`config.mk`:
```
export PLATFORM = sky130hd
export DESIGN_NAME = out_port_uart_tx
export DESIGN_NICKNAME = d
export VERILOG_FILES = /design/src/rtl/out_port_uart_tx.sv
export SDC_FILE = /design/constraint.sdc
export NUM_CORES = 1
export LEC_CHECK = 0
export CORE_MARGIN = 2
export CORE_UTILIZATION = 50
export DETAILED_ROUTE_END_ITERATION = 7
export PLACE_DENSITY = 0.72
export SETUP_SLACK_MARGIN = 0.4
export SLEW_MARGIN = 20
export SYNTH_ARGS = -nofsm -noshare
export SYNTH_HDL_FRONTEND = slang
export SYNTH_SLANG_ARGS = --single-unit
```
`constraint.sdc`:
```
create_clock -name CLOCK_50 -period 2.16 [get_ports CLOCK_50]
set_clock_uncertainty 0.05 [all_clocks]
set_input_delay 0.432 -clock CLOCK_50 [delete_from_list [all_inputs] [get_ports CLOCK_50]]
set_output_delay 0.432 -clock CLOCK_50 [all_outputs]
set_load 0.01 [all_outputs]
```
`src/rtl/out_port_uart_tx.sv`:
```
// rtl/out_port_uart_tx.sv - CPU OUT port: byte FIFO feeding a UART transmitter, 8N1 by default.
// Define OUT_UART_PARITY_EN to add an even-parity bit (8E1 frames).
module out_port_uart_tx #(
    parameter int CLKS_PER_BIT = 434,
    parameter int FIFO_DEPTH   = 4
) (
    input  logic                        CLOCK_50,
    input  logic                        reset,
    input  logic                        wr_en,
    input  logic [7:0]                  wr_data,
    output logic                        full,
    output logic [$clog2(FIFO_DEPTH):0] fifo_count,
    output logic                        busy,
    output logic                        overflow,
    output logic                        tx
);

    localparam int AW = $clog2(FIFO_DEPTH);
    localparam int CW = AW + 1;
    localparam int BW = (CLKS_PER_BIT > 2) ? $clog2(CLKS_PER_BIT) : 1;
    localparam logic [BW-1:0] BAUD_LAST = BW'(CLKS_PER_BIT - 1);

`ifdef OUT_UART_PARITY_EN
    typedef enum logic [2:0] {IDLE, START, DATA, PARITY, STOP} state_t;
`else
    typedef enum logic [2:0] {IDLE, START, DATA, STOP} state_t;
`endif

    state_t          state;
    logic [7:0]      mem [FIFO_DEPTH];
    logic [AW-1:0]   wr_ptr;
    logic [AW-1:0]   rd_ptr;
    logic [7:0]      head;
    logic [7:0]      shreg;
    logic [2:0]      bit_idx;
    logic [BW-1:0]   baud_cnt;
    logic            baud_wrap;
    logic            push;
    logic            pop;
`ifdef OUT_UART_PARITY_EN
    logic            parity_bit;
`endif

    // full comes straight from the registered count, so a write while full is
    // dropped even when the FSM pops in the same cycle.
    assign full      = (fifo_count == CW'(FIFO_DEPTH));
    assign push      = wr_en && !full;
    assign head      = mem[rd_ptr];
    assign baud_wrap = (baud_cnt == BAUD_LAST);
    assign pop       = (fifo_count != '0) &&
                       ((state == IDLE) || ((state == STOP) && baud_wrap));

    always_ff @(posedge CLOCK_50) begin
        if (push)
            mem[wr_ptr] <= wr_data;
    end

    always_ff @(posedge CLOCK_50 or posedge reset) begin
        if (reset) begin
            wr_ptr     <= '0;
            rd_ptr     <= '0;
            fifo_count <= '0;
            overflow   <= 1'b0;
        end else begin
            if (push)
                wr_ptr <= wr_ptr + 1'b1;
            if (pop)
                rd_ptr <= rd_ptr + 1'b1;
            if (wr_en && full)
                overflow <= 1'b1;
            case ({push, pop})
                2'b10:   fifo_count <= fifo_count + 1'b1;
                2'b01:   fifo_count <= fifo_count - 1'b1;
                default: fifo_count <= fifo_count;
            endcase
        end
    end

    always_ff @(posedge CLOCK_50 or posedge reset) begin
        if (reset) begin
            state      <= IDLE;
            tx         <= 1'b1;
            busy       <= 1'b0;
            shreg      <= '0;
            bit_idx    <= '0;
            baud_cnt   <= '0;
`ifdef OUT_UART_PARITY_EN
            parity_bit <= 1'b0;
`endif
        end else begin
            if (state == IDLE || baud_wrap)
                baud_cnt <= '0;
            else
                baud_cnt <= baud_cnt + 1'b1;

            case (state)
                IDLE: begin
                    tx   <= 1'b1;
                    busy <= 1'b0;
                    if (pop) begin
                        shreg <= head;
`ifdef OUT_UART_PARITY_EN
                        parity_bit <= ^head;
`endif
                        state <= START;
                        tx    <= 1'b0;
                        busy  <= 1'b1;
                    end
                end
                START: begin
                    if (baud_wrap) begin
                        state   <= DATA;
                        bit_idx <= '0;
                        tx      <= shreg[0];
                    end
                end
                DATA: begin
                    if (baud_wrap) begin
                        if (bit_idx == 3'd7) begin
`ifdef OUT_UART_PARITY_EN
                            state <= PARITY;
                            tx    <= parity_bit;
`else
                            state <= STOP;
                            tx    <= 1'b1;
`endif
                        end else begin
                            bit_idx <= bit_idx + 1'b1;
                            shreg   <= {1'b0, shreg[7:1]};
                            tx      <= shreg[1];
                        end
                    end
                end
`ifdef OUT_UART_PARITY_EN
                PARITY: begin
                    if (baud_wrap) begin
                        state <= STOP;
                        tx    <= 1'b1;
                    end
                end
`endif
                STOP: begin
                    if (baud_wrap) begin
                        // Queued byte starts immediately so frames run back-to-back.
                        if (pop) begin
                            shreg <= head;
`ifdef OUT_UART_PARITY_EN
                            parity_bit <= ^head;
`endif
                            state <= START;
                            tx    <= 1'b0;
                        end else begin
                            state <= IDLE;
                            tx    <= 1'b1;
                            busy  <= 1'b0;
                        end
                    end
                end
                default: begin
                    state <= IDLE;
                    tx    <= 1'b1;
                    busy  <= 1'b0;
                end
            endcase
        end
    end

endmodule
```
==> impl_results.md <==
* Outcome: finished clean
* Core area at 5574 um^2
* Final WS setup at 37.12 ps
* Critical path origin: baud_cnt[1]
* Vias in the first global route at 1,785
* Worst Path Buf+Inv at 1
* Crit path DAT at 2300 ps
* # diodes at 0
* Io pins at 18
* Clock Pin Slew Worst Setup and Hold Paths at 70 ps
* Crit path depth at 8
* CP endpoint: fifo_count[1]
* Commonest cells in the netlist: edfxtp_1, dfrtp_1, nor2_1, inv_1, nand2_1
* Share of the synthesized area in the top cell type at 32.99%
* P_leak at about 1.6 nW
* Met1 usage at a little under a quarter
* Post-DP HPWL at about 3.5 mm
* Total Power at 5.596 mW
* Synth area leaders: edfxtp_1, dfrtp_1, mux4_2, ha_1, xnor2_1
* Wirelength per Cell at roughly 16 um
* Crit-path max FO at 2
* Complex-gate fraction of the synthesized area at approximately a tenth
* Vias at 1,843
* Largest net degree at the start of global routing at 33
* Area grow syn2layout at 31.06%
* First-pass GRT wire length at 8.411 mm
* CP peak stage delay at 430 ps
* Yosys top cell by area: edfxtp_1
* Gr usage total at 17.97%
* RSZ-0062 raised after global routing: yes
* Top FF cell, synth: edfxtp_1
* Number of nets with antenna violations after routing at 0
* Met3 Use GR at between 3 and 4%
* XOR/XNOR share of the synthesized area at 3.909%
* GR Util met2 at 28.75%
* Critical path class: register to register
* Worst min-delay path class: register to register
* FF-to-FF Start: baud_cnt[1]
* Simple-gate share of the synthesized area at 8.935%
* H-tree levels at 3
* Die Span Y at 80.33 um
* Crit-path leading delay family: adder cells
* Sequential area share after synthesis at 60.52%
* Post-synth ARST share at 50.00%
* PortBufs at 17
* CTS buffer count at 9
* Synth Register Bits at 64
* CTS tree: built
* DRT iter0 DRCs at 92
* Capturing point of the worst reg2reg path: fifo_count[1]
* Post-cts hold buffer count at 0
* Clock Latency Late Sink at roughly 340 ps
* Final WL at between 5 and 6 mm
* Worst IR Drop VDD at about 740 uV
* Max Cap Violations at 0
* Min Tclk post-route at between 2000 and 2500 ps
* Initial antenna violation count at 0
* Hold Startpoint: overflow
* Syn nets at 240
* Post-place setup slack at -100.2 ps
* EDFF count, synth at 32
* Headroom to the max-slew limit at 66.22%
* CTS sink count at 64
* Worst setup SP type: register
* Largest family of logic cells by synthesized area: compound AO/OA/AOI/OAI gates
* Worst reg2reg path depth at 8
* Worst-margin pin slew at 506.7 ps
* Slowest CP cell: fa_2
* GR peak layer: met2
* R2R Setup Slk at 40 ps
* GR Overflow Total at 0
* CP Cell Sequence: inv_1, ha_1, and4b_2, nand4_4, o22ai_4, ha_4, fa_2, mux2_2
* Fill cells at between 300 and 400
* Die ar. at 6452 um^2
* Die X at 80.33 um
* Row count at 27
* # nets final at 294
* Syn Inst Count at 215
* PD cells at 1466 nW/um^2
* Share of post-route cells with drive strength above 1 at 30.66%
* Final setup viols at 0
* Final slew viol count at 0
* WP data required at about 2300 ps
* Post-Synth Adder-Cell Area at 6.271%
* Total Neg Setup Slack at 0 ps
* Worst-case clock buffer depth at 2
* Vias per Instance at 5.327
* Register area at around 1800 um^2
* DRC at 0
* Syn_area_per_cell at 13.55 um^2
* Final Hold Fails at 0
* Ys Warns at 0
* Synthesized area at approximately 2900 um^2
* Final Wtd Congestion at 0.8299
* Area of the multi-input gates at approximately 1200 um^2
* Starting Density at between 50% and 60%
* CTS root buf: clkbuf_8
* Critical path capture point type: register
* Initial DRT Pass Iterations at 4
* Mux contribution to synthesized area at 7.345%
* Most frequent cell after synthesis: edfxtp_1
* Fmax at ~0.47 GHz
* Final Cycle Share at 98.28%
* Netlist cell types at 43
-- flip-flops by register name (all words and copies together), names as in the netlist --
name	cells
mem	32
baud_cnt	9
shreg	8
bit_idx	3
fifo_count	3
rd_ptr	2
state	2
wr_ptr	2
busy	1
overflow	1
tx	1
-- cells by family (layout without fill, tap and decap cells) --
group | after synthesis | after routing
xor+xnor | 13 | 13
flops | 64 | 64
simple gates | 53 | 53
compound gates | 36 | 36
mux | 11 | 11
buf+inv | 24 | 83
fa+ha+maj | 14 | 14
-- worst min-delay path by stage --
stage / end / cells past startpoint
after global routing: overflow / 1
final: overflow / 1
after floorplan: shreg[7] / 1
after detailed placement: overflow / 1
after CTS: bit_idx[2] / 3
after global placement: overflow / 1
-- per-layer routing --
layer / wire length (um) / vias to the layer above
li1: - / 895
met5: 0 / -
met3: 154 / 10
met1: 2524 / 910
met4: 101 / 0
met2: 2685 / 28
-- timing repair --
| action | in CTS | in global routing |
|---|---|---|
| pin swaps | 3 | 7 |
| setup endpoints to repair | 19 | 21 |
| gates resized for setup | 17 | 24 |
| setup buffers | 3 | 10 |
-- metrics by stage --
stage	std cells	utilization, %	hold slack, ps	instance area (um^2)
after floorplan	215	-	422.9	2944
after CTS	336	65.61	416.5	3657
after global routing	346	68.48	427.4	3817
final	346	68.48	416.8	3817
after detailed placement	317	60.38	399.6	3366
after global placement	317	60.38	392.4	3366
-- layout make-up --
type	instances	area share, %
well taps	72	2.360
multi-input cells	127	30.94
repair buffers	49	12.52
flip-flops and latches	64	46.25
clock inverters	6	2.819
inverters	18	1.770
clock buffers	10	3.343
-- placed cells by master, fill, tap and decap left out, drive strengths merged, types with 2 or more instances in the layout --
cell type / n
o22a: 4
o21ai: 8
xnor2: 9
mux4: 8
a222oi: 2
and2: 4
a21oi: 4
a2bb2oi: 5
mux2: 3
a22o: 3
clkinv: 2
nand4: 2
edfxtp: 32
clkdlybuf4s50: 11
dlygate4sd2: 4
ha: 13
clkbuf: 10
bufinv: 3
nand3: 3
o221ai: 3
nand2: 15
inv: 18
xor2: 4
dfrtp: 31
buf: 33
nor3: 2
nor2: 21
-- report_power, final --
part           internal [mW]  leakage [nW]  switching, mW
Combinational           1.35         0.760           1.15
Clock                  0.763         0.116          0.454
Sequential              1.65         0.680          0.231
Total                   3.76          1.56           1.83
-- worst reg2reg max path: cells and delay by family, from the launching register on --
family | cells | cell delay (ps)
mux | 1 | 270
fa+ha+maj | 3 | 730
buf+inv | 1 | 60
flops | 1 | 370
simple gates | 2 | 380
compound gates | 1 | 150
No activity file was read; power rests on OpenSTA's default activity.
